==> src/rtl/vga_fb_window_scaler_if.sv <==
// Signal bundle between the VGA raster source, the frame-buffer read port and the pixel output.
// The slave modport is the scaler; the master modport is the surrounding system.
interface vga_fb_window_scaler_if #(
    parameter int CNT_W  = 10,
    parameter int ADDR_W = 17,
    parameter int PIX_W  = 12
);
    logic [CNT_W-1:0]  x_cnt;
    logic [CNT_W-1:0]  y_cnt;
    logic              vidon;
    logic [CNT_W-1:0]  win_x;
    logic [CNT_W-1:0]  win_y;
    logic [1:0]        scale_mode;
    logic [ADDR_W-1:0] addr;
    logic              addr_valid;
    logic [PIX_W-1:0]  ram_data;
    logic [PIX_W-1:0]  rgb;
    logic              rgb_valid;
    logic              frame_start;

    modport slave (
        input  x_cnt, y_cnt, vidon, win_x, win_y, scale_mode, ram_data,
        output addr, addr_valid, rgb, rgb_valid, frame_start
    );

    modport master (
        output x_cnt, y_cnt, vidon, win_x, win_y, scale_mode, ram_data,
        input  addr, addr_valid, rgb, rgb_valid, frame_start
    );
endinterface

==> src/rtl/vga_fb_window_scaler.sv <==
// Places a camera frame buffer as a 1x/2x/4x window on the VGA raster.
// It generates read addresses with counters and muxes frame data, background or blank.
module vga_fb_window_scaler #(
    parameter int               FB_W     = 320,
    parameter int               FB_H     = 240,
    parameter int               ADDR_W   = 17,
    parameter int               PIX_W    = 12,
    parameter int               CNT_W    = 10,
    parameter logic [PIX_W-1:0] BG_COLOR = '0
) (
    input logic                   clk,
    input logic                   rst,
    vga_fb_window_scaler_if.slave bus
);
    localparam int CW = CNT_W + 3;

    logic [CNT_W-1:0]  wx_q, wx_d, wy_q, wy_d;
    logic [1:0]        s_q, s_d, mask;
    logic [CNT_W-1:0]  col_q, col_d, col_cur;
    logic [1:0]        subx_q, subx_d, subx_cur;
    logic [1:0]        suby_q, suby_d;
    logic [ADDR_W-1:0] lb_q, lb_d;
    logic              row_pend_q, row_pend_d;
    logic [ADDR_W-1:0] addr_q, addr_d;
    logic              av_q, av_d;
    logic              fs_q, fs_d;
    logic [1:0]        vld_pipe_q, vld_pipe_d;
    logic [PIX_W-1:0]  rgb_q, rgb_d;

    logic              fs, line_start, in_x, in_y, in_rng, in_win;
    logic [CW-1:0]     xe, ye, x_lo, x_hi, y_lo, y_hi;

    always_comb begin
        fs         = (bus.x_cnt == '0) && (bus.y_cnt == '0);
        line_start = (bus.x_cnt == '0);

        // At frame start the live configuration applies to this very pixel.
        wx_d = fs ? bus.win_x : wx_q;
        wy_d = fs ? bus.win_y : wy_q;
        s_d  = s_q;
        if (fs) s_d = (bus.scale_mode == 2'b00) ? 2'd0 :
                      (bus.scale_mode == 2'b01) ? 2'd1 : 2'd2;
        mask = (s_d == 2'd0) ? 2'd0 : (s_d == 2'd1) ? 2'd1 : 2'd3;

        xe     = CW'(bus.x_cnt);
        ye     = CW'(bus.y_cnt);
        x_lo   = CW'(wx_d);
        y_lo   = CW'(wy_d);
        x_hi   = x_lo + (CW'(FB_W) << s_d);
        y_hi   = y_lo + (CW'(FB_H) << s_d);
        in_x   = (xe >= x_lo) && (xe < x_hi);
        in_y   = (ye >= y_lo) && (ye < y_hi);
        in_rng = in_x && in_y;
        in_win = bus.vidon && in_rng;

        // Row state steps at the start of the line following a window line.
        lb_d   = lb_q;
        suby_d = suby_q;
        if (fs || (line_start && !in_y)) begin
            lb_d   = '0;
            suby_d = '0;
        end else if (line_start && row_pend_q) begin
            if (suby_q == mask) begin
                suby_d = '0;
                lb_d   = lb_q + ADDR_W'(FB_W);
            end else begin
                suby_d = suby_q + 2'd1;
            end
        end
        row_pend_d = (line_start ? 1'b0 : row_pend_q) || in_rng;

        // Column restarts on the window's left edge, so no per-line cleanup is needed.
        col_cur  = (bus.x_cnt == wx_d) ? '0 : col_q;
        subx_cur = (bus.x_cnt == wx_d) ? '0 : subx_q;
        col_d    = '0;
        subx_d   = '0;
        if (in_rng) begin
            if (subx_cur == mask) begin
                col_d = col_cur + CNT_W'(1);
            end else begin
                col_d  = col_cur;
                subx_d = subx_cur + 2'd1;
            end
        end

        addr_d     = in_win ? (lb_d + ADDR_W'(col_cur)) : addr_q;
        av_d       = in_win;
        fs_d       = fs;
        vld_pipe_d = {vld_pipe_q[0], bus.vidon};
        rgb_d      = av_q ? bus.ram_data : (vld_pipe_q[0] ? BG_COLOR : '0);
    end

    always_ff @(posedge clk) begin
        if (rst) begin
            wx_q       <= '0;
            wy_q       <= '0;
            s_q        <= '0;
            col_q      <= '0;
            subx_q     <= '0;
            suby_q     <= '0;
            lb_q       <= '0;
            row_pend_q <= 1'b0;
            addr_q     <= '0;
            av_q       <= 1'b0;
            fs_q       <= 1'b0;
            vld_pipe_q <= '0;
            rgb_q      <= '0;
        end else begin
            wx_q       <= wx_d;
            wy_q       <= wy_d;
            s_q        <= s_d;
            col_q      <= col_d;
            subx_q     <= subx_d;
            suby_q     <= suby_d;
            lb_q       <= lb_d;
            row_pend_q <= row_pend_d;
            addr_q     <= addr_d;
            av_q       <= av_d;
            fs_q       <= fs_d;
            vld_pipe_q <= vld_pipe_d;
            rgb_q      <= rgb_d;
        end
    end

    assign bus.addr        = addr_q;
    assign bus.addr_valid  = av_q;
    assign bus.rgb         = rgb_q;
    assign bus.rgb_valid   = vld_pipe_q[1];
    assign bus.frame_start = fs_q;
endmodule

==> src/flat_wrapper.sv <==
// flat-port wrapper written by rule: the top's interface ports become plain ports
module vga_fb_window_scaler_flat 
#(
    parameter int               FB_W     = 320,
    parameter int               FB_H     = 240,
    parameter int               ADDR_W   = 17,
    parameter int               PIX_W    = 12,
    parameter int               CNT_W    = 10,
    parameter logic [PIX_W-1:0] BG_COLOR = '0
)
  (clk, rst, bus_x_cnt, bus_y_cnt, bus_vidon, bus_win_x, bus_win_y, bus_scale_mode, bus_ram_data, bus_addr, bus_addr_valid, bus_rgb, bus_rgb_valid, bus_frame_start);
  vga_fb_window_scaler_if #(.CNT_W(CNT_W), .ADDR_W(ADDR_W), .PIX_W(PIX_W)) bus_i ();
  input logic clk;
  input logic rst;
  input wire logic [$bits(bus_i.x_cnt)-1:0] bus_x_cnt;
  input wire logic [$bits(bus_i.y_cnt)-1:0] bus_y_cnt;
  input wire logic [$bits(bus_i.vidon)-1:0] bus_vidon;
  input wire logic [$bits(bus_i.win_x)-1:0] bus_win_x;
  input wire logic [$bits(bus_i.win_y)-1:0] bus_win_y;
  input wire logic [$bits(bus_i.scale_mode)-1:0] bus_scale_mode;
  input wire logic [$bits(bus_i.ram_data)-1:0] bus_ram_data;
  output wire logic [$bits(bus_i.addr)-1:0] bus_addr;
  output wire logic [$bits(bus_i.addr_valid)-1:0] bus_addr_valid;
  output wire logic [$bits(bus_i.rgb)-1:0] bus_rgb;
  output wire logic [$bits(bus_i.rgb_valid)-1:0] bus_rgb_valid;
  output wire logic [$bits(bus_i.frame_start)-1:0] bus_frame_start;
  assign bus_i.x_cnt = bus_x_cnt;
  assign bus_i.y_cnt = bus_y_cnt;
  assign bus_i.vidon = bus_vidon;
  assign bus_i.win_x = bus_win_x;
  assign bus_i.win_y = bus_win_y;
  assign bus_i.scale_mode = bus_scale_mode;
  assign bus_i.ram_data = bus_ram_data;
  assign bus_addr = bus_i.addr;
  assign bus_addr_valid = bus_i.addr_valid;
  assign bus_rgb = bus_i.rgb;
  assign bus_rgb_valid = bus_i.rgb_valid;
  assign bus_frame_start = bus_i.frame_start;
  vga_fb_window_scaler #(.FB_W(FB_W), .FB_H(FB_H), .ADDR_W(ADDR_W), .PIX_W(PIX_W), .CNT_W(CNT_W), .BG_COLOR(BG_COLOR)) u_core (.clk(clk), .rst(rst), .bus(bus_i));
endmodule
==> config.mk <==
export PLATFORM = sky130hd
export DESIGN_NAME = vga_fb_window_scaler_flat
export DESIGN_NICKNAME = d
export VERILOG_FILES = /design/src/rtl/vga_fb_window_scaler_if.sv /design/src/rtl/vga_fb_window_scaler.sv /design/src/flat_wrapper.sv
export SDC_FILE = /design/constraint.sdc
export NUM_CORES = 1
export LEC_CHECK = 0
export CORE_MARGIN = 1.5
export CORE_UTILIZATION = 55
export CTS_CLUSTER_DIAMETER = 150
export DETAILED_ROUTE_END_ITERATION = 12
export GPL_TIMING_DRIVEN = 0
export PLACE_DENSITY_LB_ADDON = 0.08
export SETUP_SLACK_MARGIN = 0.4
export SLEW_MARGIN = 20
export SYNTH_ARGS = -nofsm -noshare
export SYNTH_HDL_FRONTEND = slang
export SYNTH_SLANG_ARGS = --single-unit
export TNS_END_PERCENT = 30
==> constraint.sdc <==
create_clock -name clk -period 15.16 [get_ports clk]
set_clock_uncertainty 0.2 [all_clocks]
set_input_delay 3.032 -clock clk [delete_from_list [all_inputs] [get_ports clk]]
set_output_delay 3.032 -clock clk [all_outputs]
set_load 0.01 [all_outputs]
; After elaboration in Yosys (flattened, before gate mapping)
; Cells that the tools add are included.
[totals]
ff_bits = 87
out_inout_bits = 32
word_cells = 66
inputBits = 57
[classes]
bitwise = 2
mux = 15
shifts = 2
n_addsub = 7
eq_ne = 5
n_lt_le_gt_ge = 4
reduce_logical = 18
[op_table]
columns = operator, count
row1 = $mux 17, 3
row2 = $mux 10, 4
row3 = $add 10x13->13, 2
row4 = $lt 10x13->1, 2
row5 = $ge 10x10->1, 2
row6 = $logic_not 10->1, 2
row7 = $add 17x10->17, 1
row8 = $add 17x9->17 const B, 1
row9 = $mux 2, 7
row10 = $shl 8x2->13 const A, 1
row11 = $shl 9x2->13 const A, 1
row12 = $add 10x1->10 const B, 1
row13 = $eq 10x10->1, 1
row14 = $logic_and 1x1->1, 7
row15 = $reduce_or 2->1, 3
row16 = $add 2x1->2 const B, 2
row17 = $eq 2x1->1 const B, 2
row18 = $eq 2x2->1, 2
row19 = $logic_not 2->1, 2
row20 = $reduce_or 3->1, 1
row21 = $logic_or 1x1->1, 2
row22 = $not 1->1, 2
row23 = $logic_not 1->1, 1
row24 = $mux 1, 1

; Depth between registers and ports, before layout
; Gate-level depths: netlist of run 1.
[logic_depth]
ltp_word = 13
depth_mapped = 33
ltp_nobuf = 31

; Least setup slack after synthesis of run 1
; No wires, ideal clock.
[synth_path]
kind = input-to-reg
startpoint = input port bus_y_cnt[4]
endpoint = register u_core.addr_q[16] (netlist: u_core.bus.addr[16])
setup_time_ns = 0.117
required_time_ns = 14.843
path_buffers = 3
path_slack_ns = 5.887
cell_stages = 28
t_arrival_ns = 8.955
cell_sequence = nor4_2 and3_1 clkbuf_1 nand2_1 buf_1 mux2i_1 inv_1 ha_1 nand3_1 o32ai_1 nor2_1 xor2_1 ha_1 a2111oi_0 a211oi_1 a21oi_2 nor2_1 buf_2 nor2b_1 ha_1 fa_1 a21o_1 a211oi_1 o21a_1 o31ai_1 o221ai_1 or3_1 a32o_1
[synth_via]
word_cells_on_any_way = 31
cone_classes = 3 x add/sub / 4 x order compare / 3 x eq/ne / 2 x shift / 9 x mux / 10 x reduce/logical
[synth_lines]
columns = item, line_no
row1 = "start, declared", flat_wrapper.sv:16  ; input wire logic [$bits(bus_i.y_cnt)-1:0] bus_y_cnt;
row2 = $logic_not 10->1 (*), vga_fb_window_scaler.sv:34  ; fs = (bus.x_cnt == '0) && (bus.y_cnt == '0);
row3 = $logic_and 1x1->1 (*), vga_fb_window_scaler.sv:34
row4 = $mux 10 (*), vga_fb_window_scaler.sv:39  ; wy_d = fs ? bus.win_y : wy_q;
row5 = net u_core.wy_d[6], vga_fb_window_scaler.sv:17  ; logic [CNT_W-1:0] wx_q, wx_d, wy_q, wy_d;
row6 = $add 10x13->13, vga_fb_window_scaler.sv:50  ; y_hi = y_lo + (CW'(FB_H) << s_d);
row7 = $lt 10x13->1, vga_fb_window_scaler.sv:52  ; in_y = (ye >= y_lo) && (ye < y_hi);
row8 = $logic_and 1x1->1 (*), vga_fb_window_scaler.sv:52
row9 = $logic_not 1->1 (*), vga_fb_window_scaler.sv:59  ; if (fs || (line_start && !in_y)) begin
row10 = $logic_and 1x1->1 (*), vga_fb_window_scaler.sv:59
row11 = $logic_or 1x1->1 (*), vga_fb_window_scaler.sv:59
row12 = $mux 17 (*), vga_fb_window_scaler.sv:59
row13 = net u_core.lb_d[0], vga_fb_window_scaler.sv:22  ; logic [ADDR_W-1:0] lb_q, lb_d;
row14 = $add 17x10->17 (*), vga_fb_window_scaler.sv:86  ; addr_d = in_win ? (lb_d + ADDR_W'(col_cur)) : addr_q;
row15 = "end signal, assigned", vga_fb_window_scaler.sv:117  ; addr_q <= addr_d;
row16 = "end, declared", vga_fb_window_scaler.sv:24  ; logic [ADDR_W-1:0] addr_q, addr_d;
; Mark *: on every way through the listed nets, which the timed path passes. The rest lies on a longest branch.
; A chain may end at the register's enable or synchronous reset.

; Worst setup path in the final report of run 1
; Same ends and word-level chain as after synthesis.

==> results of run 1 <==
registers in the layout, indices dropped and copies added, names as in the netlist:
signal and cells:
u_core.vld_pipe_q 2, u_core.bus.frame_start 1, u_core.subx_q 2, u_core.suby_q 2
u_core.lb_q 17, u_core.col_q 10, u_core.bus.rgb 12, u_core.bus.addr 17
u_core.bus.addr_valid 1, u_core.wy_q 10, u_core.s_q 2, u_core.wx_q 10
u_core.row_pend_q 1
cells by family after synthesis:
| logic type | count (synthesis) |
|---|---|
| muxes | 30 |
| buffers and inverters | 57 |
| adders and majority gates | 53 |
| and+or+nand+nor | 256 |
| xor gates and xnor gates | 32 |
| AOI/OAI and AO/OA | 112 |
| DFF | 87 |
synthesized netlist by cell type, drive strengths merged (6+ instances only):
cell type and count:
dfxtp 87, nor2 73, ha 51, nand2 37
inv 34, a21oi 30, mux2i 29, and2 25
xnor2 22, nand3 21, nor3 21, clkbuf 16
nor2b 14, nand2b 12, nor3b 11, o21ai 10
xor2 10, a21o 9, o21a 9, or3 8
buf 7, or2 7, nand4 6, nor4 6
o211ai 6
power groups by stage:
stage / Sequential, µW / Combinational (µW) / Clock, µW
floorplan: 235 / 15.3 / 0
global placement: 235 / 37.7 / 0
detailed placement: 235 / 38.7 / 0
CTS: 229 / 39.0 / 178
global route: 230 / 42.6 / 186
finish: 229 / 39.1 / 177
per-stage QoR:
stage,instances,setup WS (ns),utilization
after CTS,863,4.351,0.6894
after floorplan,627,5.888,-
after detailed placement,847,3.986,0.6669
after global placement,847,4.113,0.6669
final,863,4.289,0.6894
after global routing,863,3.759,0.6894
critical path, delay by kind of cell:
family	cells	cell delay, ns
AOI/OAI and AO/OA	10	3.22
xor gates and xnor gates	1	0.16
adders and majority gates	4	1.08
buffers and inverters	5	1.38
muxes	1	0.36
and+or+nand+nor	8	1.68
metal layers:
| layer | global-route usage | up-vias | share of wire |
|---|---|---|---|
| met1 | 0.3561 | 2251 | 0.46 |
| met4 | 0.08219 | 0 | 0.018 |
| li1 | - | 2424 | - |
| met2 | 0.4437 | 152 | 0.46 |
| met5 | 0 | - | 0 |
| met3 | 0.05267 | 19 | 0.057 |
final cells by class:
cell class / count / area, µm² / share of cell area
multi-input cells: 483 / 3458 / 0.5180
flip-flops and latches: 87 / 1742 / 0.2609
repair buffers: 87 / 870.8 / 0.1304
well taps: 133 / 166.4 / 0.02493
clock buffers: 12 / 165.2 / 0.02474
inverters: 34 / 127.6 / 0.01912
plain buffers: 23 / 93.84 / 0.01406
clock inverters: 4 / 52.55 / 0.007871
cells in the final DEF, fill, tap and decap left out, types with 3 or more instances in the layout:
master,n
a211oi_1,5
a21o_1,8
a21oi_1,29
a31oi_1,3
a32o_1,4
and2_1,25
and3_1,5
and4_1,3
buf_2,6
clkbuf_1,16
clkbuf_8,12
clkdlybuf4s50_1,87
clkinvlp_4,3
dfxtp_1,87
ha_1,51
inv_1,34
mux2i_1,29
nand2_1,37
nand2b_1,12
nand3_1,20
nand4_1,5
nor2_1,73
nor2b_1,14
nor3_1,20
nor3b_1,11
nor4_1,3
o211a_1,3
o211ai_1,6
o21a_1,9
o21ai_0,10
o221ai_1,3
o31ai_1,3
or2_2,6
or3_1,8
xnor2_1,22
xor2_1,10
worst max path at each step:
stage | end | cells after the start
floorplan | u_core.bus.addr[16] | 28
global placement | u_core.bus.addr[16] | 29
detailed placement | u_core.bus.addr[16] | 29
CTS | u_core.bus.addr[16] | 29
global route | u_core.bus.addr[16] | 29
finish | u_core.bus.addr[16] | 29
==> flow_metrics.py, run 1 <==
metrics = {
    "die": {
        "fp.dieW_um": 102.3,
        "io_pins": 89,
        "fp.coreArea_um2": 9684,
        "die_area_um2": 10460,
        "num_rows": 36,
        "dieHeight_um": 102.3,
        "start_util": 0.5598,
    },
    "power_and_ir_drop": {
        "internal_power_uw": 339.7,
        "vdd_ir_drop_max_mv": 0.04798,
        "power_switching_uw": 105.4,
        "clock_power_share": 0.397,
        "power_uw": 445.1,
        "power_frac_comb": 0.088,
        "leakage_uw": 0.002874,
        "pwr-share-seq": 0.515,
        "power_density_nw_per_um2": 66.67,
        "p_sw_frac": 0.2369,
    },
    "worst_hold_path": {
        "hold_path_depth": 1,
        "hp-class": "reg2reg",
        "min_from": "u_core.vld_pipe_q[0]",
        "whs_endpoint": "u_core.vld_pipe_q[1]",
    },
    "critical_path": {
        "cp_data_arrival_time_ns": 10.94,
        "endpoint_kind": "flop",
        "r2r_slack_ns": 8.36,
        "slowest_stage": "o31ai_1",
        "startpoint": "bus_y_cnt[4]",
        "rr_worst_depth": 27,
        "crit_top_cell": "ha_1",
        "reg2reg_to": "u_core.bus.addr[16]",
        "crit_type": "in2reg",
        "slowest_delay_ns": 0.75,
        "cp.required_ns": 15.23,
        "worstSetupStartpointType": "input pin",
        "crit_path_max_fanout": 10,
        "rr_startpoint": "u_core.s_q[1]",
    },
    "timing": {
        "maxSlewViolCount": 0,
        "min_period_ns": 10.87,
        "finalSetupViolations": 0,
        "period_share": 0.7171,
        "hold_slack_ns": 0.2638,
        "hold_viol": 0,
        "slew_headroom": 0.4154,
        "fmax_ghz": 0.09199,
        "rsz0062_at_grt": "false",
        "setup_tns_ns": 0,
        "tightest_slew_ns": 0.8695,
    },
    "clocking": {
        "cts.reportedPaths.clkPinSlew_ns": 0.09,
        "cts_buffers": 9,
        "cts_num_sinks": 87,
        "clk_latency_ns": 0.37,
        "ctsHoldBuffers": 0,
        "cts_resized": 0,
        "cts_tree": "done",
        "cts_buffer_depth": 2,
        "clockRootBuffer": "clkbuf_8",
        "cts_max_level": 3,
        "post_cts_buffers": 0,
    },
    "global_route": {
        "grt_pass1_wl_mm": 22.00,
        "antenna_found_initial": 0,
        "grt_overflow": 0,
        "first_global_vias": 4702,
        "grt_usage": 0.2689,
        "grt_max_degree": 15,
    },
    "placed_design": {
        "hpwl_mm": 10.30,
        "portBuffers": 87,
        "place_area_um2": 6459,
        "gp_routability_congestion": 0.9246,
    },
    "routing": {
        "avgRoutedWirePerCell_um": 15.50,
        "via_count": 4846,
        "drt-initial-drc-count": 190,
        "post-route-drc-count": 0,
        "via_per_inst": 5.615,
        "totalWireLength_mm": 13.38,
        "ant_nets": 0,
        "drtPass1Iterations": 5,
    },
    "run": {
        "drv_cap": 0,
    },
    "logic_synthesis": {
        "yosysTopAreaCellShare": 0.3213,
        "synth-simple-area-share": 0.2539,
        "ys_seq_area_frac": 0.3213,
        "synthTopCellsByArea": "dfxtp_1, ha_1, mux2i_1",
        "ys.flop_type": "dfxtp_1",
        "synth-compound-area-share": 0.1516,
        "yosysUniqueCellTypes": 70,
        "synth_area_um2": 5421,
        "synth_top_family_by_area": "simple AND/OR/NAND/NOR gates",
        "synthCells": 627,
        "yosys.area.top_type": "dfxtp_1",
        "synth-xor-area-share": 0.05170,
        "synth_edf_count": 0,
        "async_reset_ff_frac": 0,
        "postSynthNetCount": 737,
        "synth-seq-cells": 87,
        "synth_fa_ha_area_frac": 0.1251,
        "muxShareOfSynthArea": 0.05562,
        "synth_warnings": 0,
        "avgSynthCellArea_um2": 8.647,
    },
    "layout": {
        "final_area_um2": 6676,
        "drive_above_1_share": 0.06027,
        "antenna_cells": 0,
        "fillers": 838,
        "areaGrowthSynthToFinish_pct": 23.15,
        "nets": 835,
    },
    "outcome": {
        "status": "completed",
    },
}
Note: power is estimated with default switching activity, not from simulation.
==> run 2: changes to the inputs <==
--- a/config.mk
+++ b/config.mk
@@ -6,7 +6,7 @@
 export NUM_CORES = 1
 export LEC_CHECK = 0
 export CORE_MARGIN = 1.5
-export CORE_UTILIZATION = 55
+export CORE_UTILIZATION = 49
 export CTS_CLUSTER_DIAMETER = 150
 export DETAILED_ROUTE_END_ITERATION = 12
 export GPL_TIMING_DRIVEN = 0
==> constraint.sdc (replaced) <==
create_clock -name clk -period 9.6 [get_ports clk]
set_clock_uncertainty 0.2 [all_clocks]
set_input_delay 1.92 -clock clk [delete_from_list [all_inputs] [get_ports clk]]
set_output_delay 1.92 -clock clk [all_outputs]
set_load 0.01 [all_outputs]
==> flow_metrics.py, run 2 (synthesized netlist as in run 1, its figures left out) <==
metrics = {
    "die": {
        "fp.dieW_um": 108.2,
        "die_area_um2": 11700,
        "num_rows": 38,
        "dieHeight_um": 108.2,
        "fp.coreArea_um2": 10790,
        "io_pins": 89,
        "start_util": 0.5023,
    },
    "layout": {
        "mostFrequentLayoutCells": "clkdlybuf4s50_1, dfxtp_1, nor2_1",
        "areaGrowthSynthToFinish_pct": 24.44,
        "drive_above_1_share": 0.07534,
        "final_area_um2": 6746,
        "finish.utilization": 0.6251,
        "antenna_cells": 0,
        "fillers": 954,
        "nets": 835,
    },
    "critical_path": {
        "crit_type": "in2reg",
        "cp.buffers_inverters": 5,
        "slowest_delay_ns": 0.50,
        "slowest_stage": "clkdlybuf4s50_1",
        "crit_family": "compound AO/OA/AOI/OAI gates",
        "cp_data_arrival_time_ns": 8.93,
        "crit_path_max_fanout": 10,
        "cp.required_ns": 9.68,
        "crit_top_cell": "ha_1",
        "endpoint_kind": "flop",
        "worstSetupStartpointType": "input pin",
    },
    "global_route": {
        "grt_max_degree": 15,
        "antenna_found_initial": 0,
        "top_usage_layer": "met2",
        "grt_pass1_wl_mm": 22.18,
        "gr-usage-met2": 0.3924,
        "grt_overflow": 0,
        "first_global_vias": 4650,
        "grt_use_met1": 0.3179,
        "grt_usage": 0.2413,
        "met3_usage": 0.03858,
    },
    "clocking": {
        "cts_tree": "done",
        "cts_buffer_depth": 2,
        "post_cts_buffers": 0,
        "cts_num_sinks": 87,
        "cts.reportedPaths.clkPinSlew_ns": 0.08,
        "cts_max_level": 3,
        "cts_buffers": 9,
        "clockRootBuffer": "clkbuf_8",
        "clk_latency_ns": 0.38,
    },
    "timing": {
        "finalSetupViolations": 0,
        "slew_headroom": 0.5413,
        "tightest_slew_ns": 0.6881,
        "hold_viol": 0,
        "rsz0062_at_grt": "true",
        "period_share": 0.9229,
        "maxSlewViolCount": 0,
        "min_period_ns": 8.860,
        "fmax_ghz": 0.1129,
        "hold_slack_ns": 0.2546,
        "setup_tns_ns": 0,
    },
    "placed_design": {
        "place_area_um2": 6467,
        "hpwl_mm": 10.21,
        "portBuffers": 87,
        "gp_routability_congestion": 0.8934,
    },
    "routing": {
        "drtPass1Iterations": 4,
        "avgRoutedWirePerCell_um": 15.41,
        "post-route-drc-count": 0,
        "ant_nets": 0,
        "via_per_inst": 5.577,
        "totalWireLength_mm": 13.41,
        "drt-initial-drc-count": 197,
        "via_count": 4852,
    },
    "outcome": {
        "status": "completed",
    },
    "power_and_ir_drop": {
        "leakage_uw": 0.002889,
        "vdd_ir_drop_max_mv": 0.08746,
        "power_density_nw_per_um2": 102.5,
    },
    "run": {
        "drv_cap": 0,
    },
    "worst_hold_path": {
        "hp-class": "reg2reg",
    },
}
run 2: area by class of cell:
class | count | area (µm²) | area share
Inverter | 34 | 127.6 | 0.01892
Buffer | 23 | 96.34 | 0.01428
Sequential cell | 87 | 1742 | 0.2582
Multi-Input combinational cell | 483 | 3536 | 0.5241
Timing Repair Buffer | 87 | 870.8 | 0.1291
Clock buffer | 11 | 141.4 | 0.02096
Clock inverter | 5 | 57.56 | 0.008531
Tap cell | 140 | 175.2 | 0.02596
run 2: stage by stage:
stage,instances,setup WS (ns),total power [µW]
after floorplan,627,1.440,395.3
after global placement,854,-0.4018,430.9
after detailed placement,854,-0.5263,432.4
after CTS,870,0.4338,696.5
after global routing,870,0.3339,716.7
final,870,0.7404,691.6
run 2: worst paths after layout:
path	start	end	slack (ns)	cells after the start
max	bus_y_cnt[4]	u_core.bus.addr[16]	0.74	29
min	u_core.vld_pipe_q[0]	u_core.vld_pipe_q[1]	0.25	1
min reg2reg	u_core.vld_pipe_q[0]	u_core.vld_pipe_q[1]	0.25	1
max reg2reg	u_core.s_q[1]	u_core.bus.addr[12]	3.40	31
run 2: power breakdown:
group	total (µW)	internal, µW	switching (µW)	leakage (µW)
clock network	266	128	138	0.000103
logic	63.3	33.8	29.5	0.00208
registers	362	362	0.528	0.000701
run 2: metal layers:
| metal | share of wire | vias to the layer above |
|---|---|---|
| met3 | 0.053 | 20 |
| met2 | 0.47 | 139 |
| met4 | 0.018 | 0 |
| met5 | 0 | - |
| met1 | 0.46 | 2265 |
| li1 | - | 2428 |
run 2: repair_timing:
action                                  CTS  global route
endpoints found under the setup margin    6             9
gates resized for setup                   5            14
pin swaps                                 0             1
hold buffers                              0             0
==> run 3: changes to the inputs <==
--- a/config.mk
+++ b/config.mk
@@ -5,9 +5,11 @@
 export SDC_FILE = /design/constraint.sdc
 export NUM_CORES = 1
 export LEC_CHECK = 0
+export ABC_AREA = 1
 export CORE_MARGIN = 1.5
 export CORE_UTILIZATION = 49
 export CTS_CLUSTER_DIAMETER = 150
+export CTS_CLUSTER_SIZE = 24
 export DETAILED_ROUTE_END_ITERATION = 12
 export GPL_TIMING_DRIVEN = 0
 export PLACE_DENSITY_LB_ADDON = 0.08
==> flow_metrics.py, run 3 <==
metrics = {
    "outcome": {
        "status": "completed",
    },
    "die": {
        "fp.dieW_um": 107.8,
        "start_util": 0.4983,
        "die_area_um2": 11610,
        "fp.coreArea_um2": 10790,
        "io_pins": 89,
        "num_rows": 38,
        "dieHeight_um": 107.8,
    },
    "power_and_ir_drop": {
        "power_uw": 660.4,
        "vdd_ir_drop_max_mv": 0.05348,
        "leakage_uw": 0.003172,
        "power_density_nw_per_um2": 100.2,
    },
    "routing": {
        "post-route-drc-count": 0,
        "ant_nets": 0,
        "totalWireLength_mm": 12.45,
        "avgRoutedWirePerCell_um": 12.41,
        "wl_met1_mm": 5.969,
        "dr_wl_met3_um": 636,
        "drtPass1Iterations": 5,
        "maxUsedRoutingLayer": "met4",
        "drt-initial-drc-count": 151,
        "via_per_inst": 5.011,
        "wl_met2_mm": 5.675,
        "via_count": 5026,
    },
    "logic_synthesis": {
        "synthTopCellsByCount": "nand2_1, inv_1, nor2_1",
        "async_reset_ff_frac": 0,
        "synth-seq-cells": 87,
        "synth_warnings": 0,
        "ys.flop_type": "dfxtp_1",
        "avgSynthCellArea_um2": 7.076,
        "synthCells": 760,
        "ys_seq_area_frac": 0.3239,
        "yosysUniqueCellTypes": 43,
        "postSynthNetCount": 870,
        "synth_area_um2": 5378,
        "yosys.area.top_type": "dfxtp_1",
        "yosysTopAreaCellShare": 0.3239,
        "synth_most_common_cell": "nand2_1",
        "synthTopCellsByArea": "dfxtp_1, ha_1, nand2_1",
        "synth_edf_count": 0,
    },
    "run": {
        "drv_cap": 0,
    },
    "layout": {
        "areaGrowthSynthToFinish_pct": 22.62,
        "drive_above_1_share": 0.04635,
        "mostFrequentLayoutCells": "nand2_1, inv_1, nor2_1",
        "antenna_cells": 0,
        "final_common_cell": "nand2_1",
        "final_cells": 1003,
        "nets": 968,
    },
    "global_route": {
        "grt_pass1_wl_mm": 20.98,
        "grt_overflow": 0,
        "grt_max_degree": 14,
        "antenna_found_initial": 0,
        "first_global_vias": 4779,
        "grt_usage": 0.2253,
    },
    "clocking": {
        "post_cts_buffers": 0,
        "ctsHoldBuffers": 0,
        "cts_num_sinks": 87,
        "clk_latency_ns": 0.37,
        "cts_buffers": 9,
        "cts.reportedPaths.clkPinSlew_ns": 0.09,
        "cts_tree": "done",
        "cts_buffer_depth": 2,
        "cts_max_level": 3,
        "clockRootBuffer": "clkbuf_8",
    },
    "timing": {
        "hold_viol": 0,
        "slew_headroom": 0.5254,
        "maxSlewViolCount": 0,
        "min_period_ns": 8.550,
        "rsz0062_at_grt": "false",
        "fmax_ghz": 0.1170,
        "period_share": 0.8906,
        "finalSetupViolations": 0,
        "tightest_slew_ns": 0.7119,
        "setup_tns_ns": 0,
    },
    "critical_path": {
        "slowest_delay_ns": 0.48,
        "crit_type": "in2reg",
        "cp_data_arrival_time_ns": 8.63,
        "slowest_stage": "clkdlybuf4s50_1",
        "cp.required_ns": 9.68,
        "crit_path_max_fanout": 10,
        "r2r_slack_ns": 3.72,
        "crit_top_cell": "nand2_1",
        "endpoint_kind": "flop",
        "worstSetupStartpointType": "input pin",
    },
    "worst_hold_path": {
        "hp-class": "reg2reg",
    },
    "placed_design": {
        "hpwl_mm": 9.930,
        "placedCellCount": 987,
        "portBuffers": 87,
        "gp_routability_congestion": 0.8803,
    },
}
## run 3: changes by cell type in the layout (fill, tap and decap cells not counted), sizes merged, moves of 19 or more
cell   before  now
nor2       73  122
inv        34  125
mux2i      29   10
nand2      37  149
o21ai      10   39
and2       25    0
## run 3: where the power goes
group / total, µW / switching (µW) / internal [µW]
clock network: 231 / 130 / 101
logic: 64.0 / 28.3 / 35.6
registers: 365 / 1.26 / 364
## run 3: logic make-up (layout without fill, tap and decap cells)
kind of cell | Yosys count | after routing | synth area share
buffers and inverters | 144 | 247 | 0.1017
flip-flops | 87 | 87 | 0.3239
multiplexers | 10 | 10 | 0.01861
adder cells (fa/ha/maj) | 53 | 53 | 0.1261
AND/OR/NAND/NOR | 332 | 332 | 0.2704
XOR/XNOR | 26 | 26 | 0.04723
AO/OA/AOI/OAI | 108 | 108 | 0.1121
## run 3: worst max-delay path: cells and delay by family
kind	cells	cell delay, ns
and+or+nand+nor	24	2.87
xor gates and xnor gates	1	0.19
adders and majority gates	3	0.88
buffers and inverters	9	1.58
AOI/OAI and AO/OA	7	1.13
## run 3: per-layer routing
metal  track usage  vias up
li1              -     2625
met1        0.2984     2277
met2        0.3790      110
met3       0.03511       14
met4       0.06391        0
met5             0        -
## run 3: final cells by class
type,instances,area [µm²]
inverter,128,480.5
timing repair buffer,87,870.8
fill,1027,4199
tap,140,175.2
buffer,16,68.82
clock buffer,13,148.9
multi-input combinational,529,3089
sequential,87,1742
clock inverter,3,18.77
## run 3: worst paths after layout
check	startpoint	cells past startpoint	endpoint
worst max-delay path	bus_x_cnt[8]	44	u_core.bus.addr[15]
worst min-delay path	u_core.vld_pipe_q[0]	2	u_core.vld_pipe_q[1]
worst max register to register	u_core.s_q[1]	39	u_core.bus.addr[15]
worst min register to register	u_core.vld_pipe_q[0]	2	u_core.vld_pipe_q[1]
## run 3: what timing repair did
| item | CTS | global route |
|---|---|---|
| gates resized for setup | 0 | 5 |
| endpoints found under the hold margin | 0 | 0 |
| endpoints found under the setup margin | 0 | 6 |
## run 3: per-stage QoR
stage                     instance area, µm²  hold WS (ns)  worst slack, ns    util
after global routing                    6594        0.2480           0.4085  0.6109
after global placement                  6424        0.1981           0.6498  0.5952
after floorplan                         5378        0.1883            2.367       -
after CTS                               6591        0.2213           0.8986  0.6107
after detailed placement                6424        0.2026           0.5824  0.5952
final                                   6594        0.2138            1.050  0.6109
